<file path="config.mk">
export PLATFORM = sky130hd
export DESIGN_NAME = fetch_unit_flat
export DESIGN_NICKNAME = d
export VERILOG_FILES = /design/src/rtl/fetch_unit_if.sv /design/src/rtl/fetch_unit.sv /design/src/flat_wrapper.sv
export SDC_FILE = /design/constraint.sdc
export NUM_CORES = 1
export LEC_CHECK = 0
export CAP_MARGIN = 10
export CORE_UTILIZATION = 50
export CTS_BUF_LIST = sky130_fd_sc_hd__clkbuf_4
export CTS_CLUSTER_SIZE = 30
export DETAILED_ROUTE_END_ITERATION = 10
export HOLD_SLACK_MARGIN = 0.06
export PLACE_DENSITY = 0.93
export SETUP_SLACK_MARGIN = 0.4
export SYNTH_ARGS = -nofsm -noshare
export SYNTH_HDL_FRONTEND = slang
export SYNTH_SLANG_ARGS = --single-unit
</file>
<file path="constraint.sdc">
create_clock -name clock -period 6.95 [get_ports clock]
set_input_delay 1.0425 -clock clock [delete_from_list [all_inputs] [get_ports clock]]
set_output_delay 1.0425 -clock clock [all_outputs]
set_load 0.01 [all_outputs]
</file>
<file path="src/rtl/fetch_unit_if.sv">
// Fetch-unit bus bundle: PC register hookup, instruction ROM port, control inputs, downstream stream.
// The master modport is the fetch unit; the slave modport is the surrounding core and testbench.
interface fetch_unit_if;
   logic [11:0] pc_in;
   logic [11:0] pc_next;
   logic        pc_we;
   logic [11:0] imem_addr;
   logic [31:0] imem_q;
   logic        redirect_valid;
   logic [11:0] redirect_target;
   logic        halt_req;
   logic        fd_valid;
   logic        fd_ready;
   logic [11:0] fd_pc;
   logic [31:0] fd_insn;

   modport master (
      input  pc_in, imem_q, redirect_valid, redirect_target, halt_req, fd_ready,
      output pc_next, pc_we, imem_addr, fd_valid, fd_pc, fd_insn
   );

   modport slave (
      output pc_in, imem_q, redirect_valid, redirect_target, halt_req, fd_ready,
      input  pc_next, pc_we, imem_addr, fd_valid, fd_pc, fd_insn
   );
endinterface

</file>
<file path="src/rtl/fetch_unit.sv">
// Instruction fetch with a QDEPTH-entry queue; an entry is visible on fd_* 2 cycles after its issue.
// Backpressure: issue only while queued + in-flight entries fit, so a stalled fd_ready never overflows.
module fetch_unit #(
   parameter int QDEPTH = 2
) (
   input  logic         clock,
   input  logic         ctrl_reset,
   fetch_unit_if.master bus
);
   localparam int AW = $clog2(QDEPTH);
   localparam int CW = AW + 1;
   localparam logic [CW:0] OCC_LIM = QDEPTH[CW:0];

   typedef enum logic {
      ST_ACTIVE = 1'b0,
      ST_HALTED = 1'b1
   } state_t;

   state_t        r_state;
   state_t        w_state_nxt;
   logic [CW-1:0] r_count;
   logic [CW-1:0] w_count_nxt;
   logic [AW-1:0] r_wr_ptr;
   logic [AW-1:0] r_rd_ptr;
   logic          r_infl;
   logic [11:0]   r_infl_pc;
   logic [11:0]   r_q_pc   [QDEPTH];
   logic [31:0]   r_q_insn [QDEPTH];

   logic          w_pop;
   logic          w_enq;
   logic          w_issue;
   logic          w_room;
   logic          w_redirect;
   logic [CW:0]   w_occ;

   assign bus.imem_addr = bus.pc_in;

   assign bus.fd_valid = (r_count != '0);
   assign w_pop        = bus.fd_valid & bus.fd_ready;
   // A redirect in the cycle the ROM data lands throws that data away with the rest of the queue.
   assign w_enq        = r_infl & ~bus.redirect_valid;

   assign w_occ  = {1'b0, r_count} + {{CW{1'b0}}, r_infl} - {{CW{1'b0}}, w_pop};
   assign w_room = (w_occ < OCC_LIM);

   assign w_redirect = bus.redirect_valid & ~ctrl_reset;
   assign w_issue    = ~ctrl_reset & (r_state == ST_ACTIVE) & ~bus.halt_req
                     & ~bus.redirect_valid & w_room;

   assign bus.pc_we   = w_issue | w_redirect;
   assign bus.pc_next = bus.redirect_valid ? bus.redirect_target : bus.pc_in + 12'd1;

   assign bus.fd_pc   = bus.fd_valid ? r_q_pc[r_rd_ptr]   : 12'd0;
   assign bus.fd_insn = bus.fd_valid ? r_q_insn[r_rd_ptr] : 32'd0;

   always_comb begin
      w_state_nxt = r_state;
      case (r_state)
         ST_ACTIVE: if (bus.halt_req && !bus.redirect_valid) w_state_nxt = ST_HALTED;
         ST_HALTED: if (bus.redirect_valid) w_state_nxt = ST_ACTIVE;
         default:   w_state_nxt = ST_ACTIVE;
      endcase
   end

   always_comb begin
      w_count_nxt = r_count;
      if (bus.redirect_valid) begin
         w_count_nxt = '0;
      end else begin
         w_count_nxt = r_count + {{AW{1'b0}}, w_enq} - {{AW{1'b0}}, w_pop};
      end
   end

   always_ff @(posedge clock or posedge ctrl_reset) begin
      if (ctrl_reset) begin
         r_state   <= ST_ACTIVE;
         r_count   <= '0;
         r_wr_ptr  <= '0;
         r_rd_ptr  <= '0;
         r_infl    <= 1'b0;
         r_infl_pc <= 12'd0;
      end else begin
         r_state <= w_state_nxt;
         r_count <= w_count_nxt;
         r_infl  <= w_issue;
         if (w_issue) r_infl_pc <= bus.pc_in;
         if (bus.redirect_valid) begin
            r_wr_ptr <= '0;
            r_rd_ptr <= '0;
         end else begin
            if (w_enq) r_wr_ptr <= r_wr_ptr + AW'(1);
            if (w_pop) r_rd_ptr <= r_rd_ptr + AW'(1);
         end
      end
   end

   always_ff @(posedge clock) begin
      if (w_enq) begin
         r_q_pc[r_wr_ptr]   <= r_infl_pc;
         r_q_insn[r_wr_ptr] <= bus.imem_q;
      end
   end
endmodule

</file>
<file path="src/flat_wrapper.sv">
// flat-port wrapper written by rule: the top's interface ports become plain ports
module fetch_unit_flat 
#(
   parameter int QDEPTH = 2
)
  (clock, ctrl_reset, bus_pc_in, bus_imem_q, bus_redirect_valid, bus_redirect_target, bus_halt_req, bus_fd_ready, bus_pc_next, bus_pc_we, bus_imem_addr, bus_fd_valid, bus_fd_pc, bus_fd_insn);
  fetch_unit_if bus_i ();
  input  logic clock;
  input  logic ctrl_reset;
  input wire logic [$bits(bus_i.pc_in)-1:0] bus_pc_in;
  input wire logic [$bits(bus_i.imem_q)-1:0] bus_imem_q;
  input wire logic [$bits(bus_i.redirect_valid)-1:0] bus_redirect_valid;
  input wire logic [$bits(bus_i.redirect_target)-1:0] bus_redirect_target;
  input wire logic [$bits(bus_i.halt_req)-1:0] bus_halt_req;
  input wire logic [$bits(bus_i.fd_ready)-1:0] bus_fd_ready;
  output wire logic [$bits(bus_i.pc_next)-1:0] bus_pc_next;
  output wire logic [$bits(bus_i.pc_we)-1:0] bus_pc_we;
  output wire logic [$bits(bus_i.imem_addr)-1:0] bus_imem_addr;
  output wire logic [$bits(bus_i.fd_valid)-1:0] bus_fd_valid;
  output wire logic [$bits(bus_i.fd_pc)-1:0] bus_fd_pc;
  output wire logic [$bits(bus_i.fd_insn)-1:0] bus_fd_insn;
  assign bus_i.pc_in = bus_pc_in;
  assign bus_i.imem_q = bus_imem_q;
  assign bus_i.redirect_valid = bus_redirect_valid;
  assign bus_i.redirect_target = bus_redirect_target;
  assign bus_i.halt_req = bus_halt_req;
  assign bus_i.fd_ready = bus_fd_ready;
  assign bus_pc_next = bus_i.pc_next;
  assign bus_pc_we = bus_i.pc_we;
  assign bus_imem_addr = bus_i.imem_addr;
  assign bus_fd_valid = bus_i.fd_valid;
  assign bus_fd_pc = bus_i.fd_pc;
  assign bus_fd_insn = bus_i.fd_insn;
  fetch_unit #(.QDEPTH(QDEPTH)) u_core (.clock(clock), .ctrl_reset(ctrl_reset), .bus(bus_i));
endmodule
</file>
Word level (Yosys, flattened, before mapping)
Memory sizes are Yosys's and may differ from the RTL's. Index checks and enable logic that the tools add are counted.

Bits in registers: 18. Input port bits: 61. Memories: 2. RAM bits: 88.

Memories: u_core.r_q_insn (depth 2, width 32, read ports 1, clocked after Yosys merged registers in 0, wr ports 1, line fetch_unit.sv:28) `logic [31:0] r_q_insn [QDEPTH];`; u_core.r_q_pc (depth 2, width 12, read ports 1, clocked after Yosys merged registers in 0, wr ports 1, line fetch_unit.sv:27) `logic [11:0] r_q_pc [QDEPTH];`.

Bitwise logic cells: 12. Magnitude comparators: 1. Add/sub/neg operators: 7. Multiplexer cells: 13. Reduce and logical (&&, ||, !) cells: 5.

Operator list (count): $mux 32 (1); $mux 12 (2); $add 12x1->12 const B (1); $mux 1 (8); $and 1x1->1 (7); $reduce_bool 2->1 (3); $not 1->1 (4); $add 2x1->3 (1); $lt 3x2->1 const B (1); $sub 3x1->3 (1); $add 1x1->1 const B (2); $add 2x1->2 (1); $mux 2 (1); $pmux 1 s2 (1); $sub 2x1->2 (1); $logic_and 1x1->1 (1); $logic_not 1->1 (1); $or 1x1->1 (1).

Logic depth before layout (Yosys ltp)
Gate-level depths: netlist of the first run.

Depth after elaboration: 6. Mapped depth: 10.

Worst setup path before layout of the first run
Ideal clock, no wire load.

Path type: input to register. Start: input port bus_redirect_valid. End: memory u_core.r_q_insn[0][0], enable pin. Stages: 3. Arrival time: 3.381 ns. Path slack: 3.118 ns. Data required time: 6.499 ns. Cells stage by stage: clkbuf_1 -> nor2b_1 -> nor2b_1.

Word-level cells in the longest chain between the ends: 4.

Ends and longest elaborated chain: from (decl) (line flat_wrapper.sv:12) `input wire logic [$bits(bus_i.redirect_valid)-1:0] bus_redirect_valid;`; $not 1->1 (line fetch_unit.sv:42) `assign w_enq = r_infl & ~bus.redirect_valid;`; $and 1x1->1 (line fetch_unit.sv:42); $mux 1 (line fetch_unit.sv:99) `if (w_enq) begin`; $mux 1 (not written as such) (line fetch_unit.sv:101) `r_q_insn[r_wr_ptr] <= bus.imem_q;`; to (decl) (line fetch_unit.sv:28).

No other way between the ends.

Worst setup path after layout of the first run
Start: input port bus_fd_ready. End: output port bus_pc_we.

Word-level cells in the longest chain between the ends: 5.

Ends and longest elaborated chain: from (decl) (line flat_wrapper.sv:15) `input wire logic [$bits(bus_i.fd_ready)-1:0] bus_fd_ready;`; $and 1x1->1 (line fetch_unit.sv:40) `assign w_pop = bus.fd_valid & bus.fd_ready;`; $sub 3x1->3 (line fetch_unit.sv:44) `assign w_occ = {1'b0, r_count} + {{CW{1'b0}}, r_infl} - {{CW{1'b0}}, w_pop};`; $lt 3x2->1 (line fetch_unit.sv:45) `assign w_room = (w_occ < OCC_LIM);`; $and 1x1->1 (line fetch_unit.sv:49) `& ~bus.redirect_valid & w_room;`; $or 1x1->1 (line fetch_unit.sv:51) `assign bus.pc_we = w_issue | w_redirect;`; to (decl) (line flat_wrapper.sv:17) `output wire logic [$bits(bus_i.pc_we)-1:0] bus_pc_we;`.

No other way between the ends.

==> results of run 1 <==
## per-stage QoR
step	area, um2	power (mW)	setup WS [ns]	hold slack (ns)
floorplan	4503	1.165	3.118	0.4366
global placement	5826	1.449	1.921	0.4475
CTS	5954	1.749	1.847	0.4825
detailed placement	5826	1.471	1.833	0.4507
global route	5954	1.824	1.599	0.5060
finish	5954	1.734	1.838	0.4782
## metal layers
metal	track usage, %	up-vias
met4	8.152	0
met1	21.36	1399
met3	4.335	17
li1	-	1367
met2	32.29	124
met5	0	-
## worst max-delay path by stage
stage                             startpoint               endpoint  cells after the start
after global placement          bus_fd_ready              bus_pc_we                     11
after detailed placement        bus_fd_ready              bus_pc_we                     11
after CTS                       bus_fd_ready              bus_pc_we                     11
after floorplan           bus_redirect_valid  u_core.r_q_insn[0][0]                      3
final                           bus_fd_ready              bus_pc_we                     11
after global routing            bus_fd_ready              bus_pc_we                     11
## state kept, by name (all words and copies together), names as in the netlist
register	count
u_core.r_infl	1
u_core.r_q_pc	24
u_core.r_state	1
u_core.r_infl_pc	12
u_core.r_q_insn	64
u_core.r_count	2
u_core.r_wr_ptr	1
u_core.r_rd_ptr	1
## area by class of cell
cell class / instances / share of cell area, %
timing repair buffer: 132 / 22.11
clock buffer: 11 / 1.387
multi-input combinational: 173 / 20.93
inverter: 9 / 0.5673
clock inverter: 5 / 0.7775
sequential: 106 / 51.96
tap: 108 / 2.269
## logic make-up (layout without fill, tap and decap cells)
| family | Yosys count | count (layout) | share of synthesized area, % |
|---|---|---|---|
| AO/OA/AOI/OAI | 16 | 16 | 2.223 |
| XOR/XNOR | 7 | 7 | 1.362 |
| adder cells (fa/ha/maj) | 5 | 5 | 1.556 |
| buffers and inverters | 34 | 157 | 4.001 |
| flip-flops | 106 | 106 | 68.69 |
| multiplexers | 58 | 58 | 13.28 |
| AND/OR/NAND/NOR | 87 | 87 | 8.891 |
## synth_stat cells, types with 2 or more instances
cell type	n	area, um2
sky130_fd_sc_hd__a31oi_1	4	25.02
sky130_fd_sc_hd__buf_2	6	30.03
sky130_fd_sc_hd__buf_4	12	90.09
sky130_fd_sc_hd__clkbuf_1	6	22.52
sky130_fd_sc_hd__dfrtp_1	18	450.4
sky130_fd_sc_hd__edfxtp_1	88	2643
sky130_fd_sc_hd__ha_1	4	50.05
sky130_fd_sc_hd__inv_1	9	33.78
sky130_fd_sc_hd__mux2_2	14	157.7
sky130_fd_sc_hd__mux2i_1	44	440.4
sky130_fd_sc_hd__nand2_1	10	37.54
sky130_fd_sc_hd__nand3_1	7	35.03
sky130_fd_sc_hd__nand4_1	2	12.51
sky130_fd_sc_hd__nor2_1	55	206.5
sky130_fd_sc_hd__nor2b_1	3	18.77
sky130_fd_sc_hd__o211ai_1	3	22.52
sky130_fd_sc_hd__o21ai_0	6	30.03
sky130_fd_sc_hd__o31ai_1	3	22.52
sky130_fd_sc_hd__or4_1	6	45.04
sky130_fd_sc_hd__xnor2_1	5	43.79
sky130_fd_sc_hd__xor2_1	2	17.52
## power breakdown
| group | switching [mW] | leakage (nW) | internal (mW) |
|---|---|---|---|
| Clock | 0.194 | 0.0740 | 0.0885 |
| Sequential | 0.0412 | 1.02 | 0.775 |
| Combinational | 0.296 | 0.928 | 0.339 |
==> impl_metrics.py, run 1 <==
metrics = {
    "global_routing": {
        "grt_first_pass_wirelength_um": 13630,
        "gr-total-overflow": 0,
        "grt_start_max_net_pins": 46,
        "grt_antenna_before_repair": 0,
        "first_global_vias": 2911,
        "global_route.usage.total_pct": 18.38,
    },
    "floorplanning": {
        "die_area_um2": 9390,
        "die_width_um": 96.90,
        "start_util_pct": 51.64,
        "io-pin-count": 131,
        "die_y_um": 96.90,
        "placeableCoreArea_um2": 8721,
        "standard_cell_row_count": 34,
    },
    "sta": {
        "max_clock_freq_mhz": 195.6,
        "worst-slew-pin-transition_ns": 1.031,
        "maxSlewHeadroom_pct": 31.24,
        "clock_tree_skew_after_final_layout_ns": 0.03131,
        "timing.final.crit_period_ns": 5.112,
        "setup-tns-final_ns": 0,
        "rsz0062_at_grt": "false",
        "hold_violations": 0,
        "period_share_pct": 73.55,
        "slew_viol_final": 0,
        "setup_viol": 0,
    },
    "critical_path": {
        "path_cells": "clkdlybuf4s50_1 -> o21ai_0 -> inv_1 -> ha_1 -> inv_1 -> nand2_1 -> fa_1 -> xnor2_1 -> nand4_1 -> o21ai_0 -> clkdlybuf4s50_1",
        "critical_path.endpoint_type": "output port",
        "worstPathMaxFanout": 14,
        "setup.reg_to_reg.worst_slack_ns": 3.89,
        "crit-reg2reg-launch": "u_core.r_count[1]",
        "destination_of_the_worst_register_to_register_timing_path": "u_core.r_infl_pc[9]",
        "critical_path.max_stage_delay_ns": 0.59,
        "path_buf_inv": 4,
        "worstSetupPathType": "input port to output port",
        "cp.arrival_ns": 4.07,
        "delay_heaviest_family_cp": "buffers and inverters",
        "data_required_time_of_the_critical_path_ns": 5.91,
        "critical_path_start_type": "input port",
        "timing.critical_path.slowest_stage_cell": "sky130_fd_sc_hd__clkdlybuf4s50_1",
        "worst-r2r-cell-count": 9,
    },
    "finish": {
        "seq_area_um2": 3094,
        "antennaDiodeCount": 0,
        "drive_gt1_share_pct": 8.945,
        "final_cell_mix": "sky130_fd_sc_hd__clkdlybuf4s50_1, sky130_fd_sc_hd__edfxtp_1, sky130_fd_sc_hd__nor2_1, sky130_fd_sc_hd__mux2i_1, sky130_fd_sc_hd__dfrtp_1",
        "mostFrequentLayoutCell": "sky130_fd_sc_hd__clkdlybuf4s50_1",
        "areaGrowthSynthToFinish_pct": 32.23,
        "utilization_pct": 68.28,
        "post_layout_nonfiller_instances": 544,
        "multi_input_comb_area_um2": 1246,
        "nFillCells": 575,
        "design.final.nets": 497,
    },
    "hold_path": {
        "hold_end": "u_core.r_q_pc[1][7]",
        "hold_wc_startpoint": "u_core.r_infl_pc[7]",
        "hold_class": "flip-flop to flip-flop",
        "min_path_cells": 0,
    },
    "place": {
        "place.detailed.instances": 528,
        "dpl.hpwl_um": 5982,
        "port_buffers": 130,
        "routabilityCongestion": 0.8375,
    },
    "logic_synthesis": {
        "post_synth_instance_area_um2": 4503,
        "syn-mean-instance-area_um2": 14.39,
        "postSynthCellCount": 313,
        "synth.yosys.seq_area_share_pct": 68.69,
        "netlist-cell-type-count": 27,
        "ys_seq_elements": 106,
        "synth-edff-count": 88,
        "ys.warnings.count": 0,
        "synth_nets": 379,
        "synth-async-reset-ratio_pct": 16.98,
        "ys.flop_type": "sky130_fd_sc_hd__edfxtp_1",
    },
    "route": {
        "drt.antenna.violating_nets": 0,
        "detail_route.iter0.violations": 67,
        "num_vias": 2907,
        "route.final.wire_length_um": 8549,
        "total_met2_wirelength_after_detailed_routing_um": 4429,
        "top_signal_layer_used": "met4",
        "wirelength_met1_um": 3382,
        "avgRoutedWirePerCell_um": 15.72,
        "drcViolationCount": 0,
        "first_pass_iters": 5,
        "met3RoutedLength_um": 531,
        "routed_vias_inst": 5.344,
    },
    "power_and_ir_drop": {
        "power_leakage_nw": 2.019,
        "vdd_ir_drop_max_mv": 0.2294,
        "power_per_cell_area_nw_per_um2": 291.2,
    },
    "clocking": {
        "clock_sink_count": 106,
        "ctsHtreeMaxLevel": 3,
        "cts_resized": 0,
        "cts.hold.buffers_added": 0,
        "total_cts_buffers": 9,
        "post_cts.repair.setup_buffers": 0,
        "clock_path_buffers": 2,
        "cts_tree": "done",
        "clock-root-buffer": "sky130_fd_sc_hd__clkbuf_4",
        "clkLatencyLatePin_ns": 0.44,
        "clkTransAtPathRegs_ns": 0.15,
    },
    "run": {
        "max_cap_violations": 0,
    },
    "run_status": {
        "outcome": "completed",
    },
}
(Power assumes the default switching activity.)
==> run 2, diff against run 1 <==
- CORE_UTILIZATION: 50 -> 44
- PLACE_DENSITY: 0.93 -> 0.87
- clock period: 6.95 -> 4.7 ns (I/O delays scaled with it)
==> impl_metrics.py, run 2 (synthesis gave the netlist of run 1 again) <==
metrics = {
    "run_status": {
        "outcome": "completed",
    },
    "finish": {
        "nFillCells": 778,
        "final_cell_mix": "sky130_fd_sc_hd__clkdlybuf4s50_1, sky130_fd_sc_hd__edfxtp_1, sky130_fd_sc_hd__nor2_1, sky130_fd_sc_hd__mux2i_1, sky130_fd_sc_hd__dfrtp_1",
        "design.final.nets": 498,
        "antennaDiodeCount": 0,
        "top_regs": "u_core.r_q_insn x64, u_core.r_q_pc x24, u_core.r_infl_pc x12",
        "drive_gt1_share_pct": 8.924,
        "areaGrowthSynthToFinish_pct": 33.95,
        "mostFrequentLayoutCell": "sky130_fd_sc_hd__clkdlybuf4s50_1",
        "max_reg_flops": 64,
        "top_reg_by_flops": "u_core.r_q_insn",
    },
    "route": {
        "routed_vias_inst": 5.109,
        "drt.antenna.violating_nets": 0,
        "num_vias": 2912,
        "drcViolationCount": 0,
        "route.final.wire_length_um": 8912,
        "first_pass_iters": 4,
        "detail_route.iter0.violations": 56,
        "avgRoutedWirePerCell_um": 15.64,
    },
    "sta": {
        "setup_viol": 0,
        "hold_violations": 0,
        "worst-slew-pin-transition_ns": 1.070,
        "rsz0062_at_grt": "false",
        "clock_tree_skew_after_final_layout_ns": 0.02272,
        "slew_viol_final": 0,
        "whs_ns": 0.4942,
        "timing.final.crit_period_ns": 3.865,
        "period_share_pct": 82.23,
        "max_clock_freq_mhz": 258.7,
        "setup-tns-final_ns": 0,
        "maxSlewHeadroom_pct": 28.68,
    },
    "power_and_ir_drop": {
        "internal_portion_of_total_power_mw": 1.871,
        "power_leakage_nw": 2.036,
        "power_switching_mw": 0.7960,
        "vdd_ir_drop_max_mv": 0.1876,
        "swShare_pct": 29.84,
        "power_mw": 2.667,
        "seq_power_share_pct": 47.0,
        "combinationalPowerShare_pct": 33.6,
        "clock_network_fraction_of_design_power_pct": 19.3,
        "power_per_cell_area_nw_per_um2": 442.2,
    },
    "floorplanning": {
        "standard_cell_row_count": 36,
        "io-pin-count": 131,
        "die_width_um": 103.2,
        "placeableCoreArea_um2": 9864,
        "die_area_um2": 10640,
        "start_util_pct": 45.65,
        "die_y_um": 103.2,
    },
    "critical_path": {
        "cp.arrival_ns": 3.16,
        "critical_path.max_stage_delay_ns": 0.57,
        "data_required_time_of_the_critical_path_ns": 3.99,
        "critical_path.endpoint_type": "output port",
        "worst-r2r-cell-count": 10,
        "worstSetupPathType": "flip-flop to output port",
        "path_cells": "o21ai_0 -> inv_1 -> ha_1 -> inv_1 -> nand2_1 -> fa_1 -> xnor2_1 -> nand4_1 -> o21ai_0 -> clkdlybuf4s50_1",
        "worstPathMaxFanout": 5,
        "timing.critical_path.slowest_stage_cell": "sky130_fd_sc_hd__clkdlybuf4s50_1",
        "critical_path_start_type": "flip-flop",
    },
    "clocking": {
        "clkTransAtPathRegs_ns": 0.16,
        "clock_sink_count": 106,
        "cts_tree": "done",
        "clock-root-buffer": "sky130_fd_sc_hd__clkbuf_4",
        "cts_resized": 0,
        "ctsHtreeMaxLevel": 3,
        "cts.hold.buffers_added": 0,
        "clock_path_buffers": 2,
        "total_cts_buffers": 9,
        "post_cts.repair.setup_buffers": 0,
        "clkLatencyLatePin_ns": 0.43,
    },
    "hold_path": {
        "hold_class": "flip-flop to flip-flop",
        "min_path_cells": 0,
    },
    "global_routing": {
        "grt_antenna_before_repair": 0,
        "gr-total-overflow": 0,
        "global_route.usage.total_pct": 17.41,
        "first_global_vias": 2880,
        "grt_first_pass_wirelength_um": 13680,
        "grt_start_max_net_pins": 46,
    },
    "run": {
        "max_cap_violations": 0,
    },
    "place": {
        "port_buffers": 130,
        "routabilityCongestion": 0.7650,
        "dpl.hpwl_um": 6285,
    },
}
## run 2: cell types whose count changed in the layout (fill, tap and decap cells not counted), sizes merged
| cell | before | now |
|---|---|---|
| bufinv | 0 | 2 |
| buf | 2 | 3 |
| inv | 12 | 11 |
| clkinvlp | 0 | 1 |
| clkbuf | 11 | 9 |
## run 2: power by group through the flow
stage               clock network (mW)  registers [mW]  logic (mW)
detailed placement                   0            1.28       0.911
floorplan                            0            1.20       0.519
finish                           0.516            1.25       0.897
CTS                              0.529            1.26       0.914
global route                     0.564            1.27       0.989
global placement                     0            1.27       0.889
## run 2: critical path, delay by kind of cell, from the launching register on
kind / cells / cell delay [ns]
adder cells (fa/ha/maj): 2 / 0.72
XOR/XNOR: 1 / 0.15
AO/OA/AOI/OAI: 2 / 0.41
AND/OR/NAND/NOR: 2 / 0.21
buffers and inverters: 3 / 0.73
flip-flops: 1 / 0.51
## run 2: layout make-up
class                           count  area [um2]  share of cell area, %
Clock buffer                        9       67.56                  1.120
Clock inverter                      7       100.1                  1.659
Inverter                            9       33.78                 0.5600
Multi-Input combinational cell    173        1246                  20.66
Sequential cell                   106        3094                  51.30
Tap cell                          133       166.4                  2.759
Timing Repair Buffer              133        1324                  21.95
## run 2: final timing paths
kind	to	start	slack, ns
worst max-delay path	bus_pc_we	u_core.r_count[1]	0.84
worst min-delay path	u_core.r_q_pc[0][11]	u_core.r_infl_pc[11]	0.49
worst max register to register	u_core.r_infl_pc[5]	u_core.r_count[1]	1.99
worst min register to register	u_core.r_q_pc[0][11]	u_core.r_infl_pc[11]	0.49
max in group asynchronous	u_core.r_rd_ptr	ctrl_reset	3.55
min in group asynchronous	u_core.r_state	ctrl_reset	0.69
## run 2: through the flow
stage / std cells / instance area, um2 / util [%] / worst slack [ns]
after floorplan: 313 / 4503 / - / 1.206
after global routing: 570 / 6032 / 61.15 / 0.5192
after global placement: 554 / 5864 / 59.45 / 0.8971
final: 570 / 6032 / 61.15 / 0.8350
after CTS: 570 / 6032 / 61.15 / 0.7740
after detailed placement: 554 / 5864 / 59.45 / 0.8431
## run 2: per-layer routing
layer  vias up  GRT usage [%]  share of wire (%)
li1       1366              -                  -
met1      1413          19.87                 40
met2       124          31.54                 52
met3         9          5.085                6.9
met4         0          5.200               0.93
met5         -              0                  0
==> run 3, diff against run 2 <==
- clock period: 4.7 -> 3.35 ns (I/O delays scaled with it)
==> impl_metrics.py, run 3 (synthesis gave the netlist of run 1 again) <==
metrics = {
    "critical_path": {
        "data_required_time_of_the_critical_path_ns": 2.85,
        "critical_path_start_type": "input port",
        "setup.reg_to_reg.worst_slack_ns": 1.05,
        "cp.arrival_ns": 2.38,
        "destination_of_the_worst_register_to_register_timing_path": "u_core.r_infl_pc[0]",
        "worstPathMaxFanout": 2,
        "critical_path.endpoint_type": "output port",
        "worstSetupPathType": "input port to output port",
        "critical_path.max_stage_delay_ns": 0.56,
        "path_cells": "clkdlybuf4s50_1 -> o21ai_2 -> inv_1 -> ha_1 -> inv_2 -> nand2_2 -> fa_2 -> nand4_1 -> o21ai_1 -> buf_2",
        "timing.critical_path.slowest_stage_cell": "sky130_fd_sc_hd__fa_2",
        "worst-r2r-cell-count": 10,
        "delay_heaviest_family_cp": "adder cells",
        "crit-reg2reg-launch": "u_core.r_count[0]",
        "path_buf_inv": 4,
    },
    "finish": {
        "stdcell_area_um2": 6137,
        "antennaDiodeCount": 0,
        "top_regs": "u_core.r_q_insn x64, u_core.r_q_pc x24, u_core.r_infl_pc x12",
        "multi_input_comb_area_um2": 1269,
        "top_reg_by_flops": "u_core.r_q_insn",
        "mostFrequentLayoutCell": "sky130_fd_sc_hd__clkdlybuf4s50_1",
        "nFillCells": 744,
        "areaGrowthSynthToFinish_pct": 36.29,
        "max_reg_flops": 64,
        "design.final.nets": 510,
        "seq_area_um2": 3097,
        "drive_gt1_share_pct": 12.92,
        "final_cell_mix": "sky130_fd_sc_hd__clkdlybuf4s50_1, sky130_fd_sc_hd__edfxtp_1, sky130_fd_sc_hd__nor2_1, sky130_fd_sc_hd__mux2i_1, sky130_fd_sc_hd__dfrtp_1",
    },
    "sta": {
        "clock_tree_skew_after_final_layout_ns": 0.01468,
        "hold_violations": 0,
        "maxSlewHeadroom_pct": 54.14,
        "worst-slew-pin-transition_ns": 0.6871,
        "period_share_pct": 86.03,
        "slew_viol_final": 0,
        "setup-tns-final_ns": 0,
        "whs_ns": 0.4877,
        "max_clock_freq_mhz": 347.0,
        "rsz0062_at_grt": "true",
        "setup_viol": 0,
        "worst_slack_ns": 0.4679,
        "timing.final.crit_period_ns": 2.882,
    },
    "global_routing": {
        "grt_start_max_net_pins": 45,
        "grt_antenna_before_repair": 0,
        "first_global_vias": 2830,
        "global_route.usage.total_pct": 17.66,
        "gr-total-overflow": 0,
        "grt_first_pass_wirelength_um": 13830,
    },
    "floorplanning": {
        "placeableCoreArea_um2": 9864,
        "io-pin-count": 131,
        "standard_cell_row_count": 36,
        "die_area_um2": 10640,
        "start_util_pct": 45.65,
        "die_y_um": 103.2,
        "die_width_um": 103.2,
    },
    "clocking": {
        "clock_path_buffers": 2,
        "clock-root-buffer": "sky130_fd_sc_hd__clkbuf_4",
        "ctsHtreeMaxLevel": 3,
        "cts_tree": "done",
        "clock_sink_count": 106,
        "clkLatencyLatePin_ns": 0.44,
        "clkTransAtPathRegs_ns": 0.15,
        "total_cts_buffers": 9,
        "cts.hold.buffers_added": 0,
    },
    "route": {
        "avgRoutedWirePerCell_um": 15.79,
        "num_vias": 2912,
        "detail_route.iter0.violations": 66,
        "drt.antenna.violating_nets": 0,
        "first_pass_iters": 4,
        "drcViolationCount": 0,
        "routed_vias_inst": 5.003,
        "route.final.wire_length_um": 9190,
    },
    "place": {
        "placed_area_um2": 5932,
        "preCtsSetupSlack_ns": -0.04172,
        "port_buffers": 130,
        "routabilityCongestion": 0.7367,
        "dpl.hpwl_um": 6276,
    },
    "power_and_ir_drop": {
        "power_leakage_nw": 2.140,
        "power_per_cell_area_nw_per_um2": 618.2,
        "vdd_ir_drop_max_mv": 0.2543,
        "power_mw": 3.794,
    },
    "hold_path": {
        "min_path_cells": 0,
        "hold_end": "u_core.r_q_pc[0][6]",
        "hold_wc_startpoint": "u_core.r_infl_pc[6]",
        "hold_class": "flip-flop to flip-flop",
    },
    "run": {
        "max_cap_violations": 0,
    },
    "run_status": {
        "outcome": "completed",
    },
}
==> run 3: changes by cell type in the layout (fill, tap and decap cells not counted), sizes merged, moves of 2 or more <==
cell,change
dlygate4sd2,+7
dlymetal6s2s,+4
buf,+12
clkbuf,+2
inv,-2
clkdlybuf4s50,-13
==> run 3: final cells by class <==
| cell class | count | area share, % |
|---|---|---|
| tap | 133 | 2.712 |
| clock buffer | 11 | 1.346 |
| timing repair buffer | 144 | 22.92 |
| inverter | 9 | 0.6116 |
| sequential | 106 | 50.46 |
| multi-input combinational | 174 | 20.67 |
| clock inverter | 5 | 1.284 |
==> run 3: power breakdown <==
part | total (mW) | switching, mW | internal, mW
sequential | 1.73 | 0.122 | 1.61
combinational | 1.36 | 0.614 | 0.741
clock | 0.708 | 0.387 | 0.321
==> run 3: per-layer routing <==
layer | vias up | GRT usage (%) | share of wire [%]
met5 | - | 0 | 0
met4 | 0 | 8.126 | 1.4
met3 | 9 | 3.661 | 6.4
met2 | 107 | 30.21 | 49
met1 | 1405 | 21.52 | 43
li1 | 1391 | - | -
==> run 3: worst max-delay path by stage <==
stage,start,endpoint,slack (ns),depth (start not counted)
2_1_floorplan,u_core.r_count[1],bus_pc_we,0.57,10
3_3_place_gp,bus_fd_ready,bus_pc_we,-0.02,11
3_5_place_dp,bus_fd_ready,bus_pc_we,-0.04,11
4_1_cts,u_core.r_count[1],bus_pc_we,0.36,10
5_1_grt,u_core.r_count[0],bus_pc_we,0.32,9
6_report,bus_fd_ready,bus_pc_we,0.47,10
==> run 3: what timing repair did <==
action                     in CTS  in global routing
resized for setup              15                 12
buffers inserted                2                  0
cloned                          1                  0
setup endpoints to repair      13                 41
pin swaps                       1                  3
==> run 3: per-stage QoR <==
step / util [%] / cells
2_1_floorplan: - / 313
3_3_place_gp: 60.13 / 563
3_5_place_dp: 60.13 / 563
4_1_cts: 61.95 / 582
5_1_grt: 62.21 / 582
6_report: 62.21 / 582
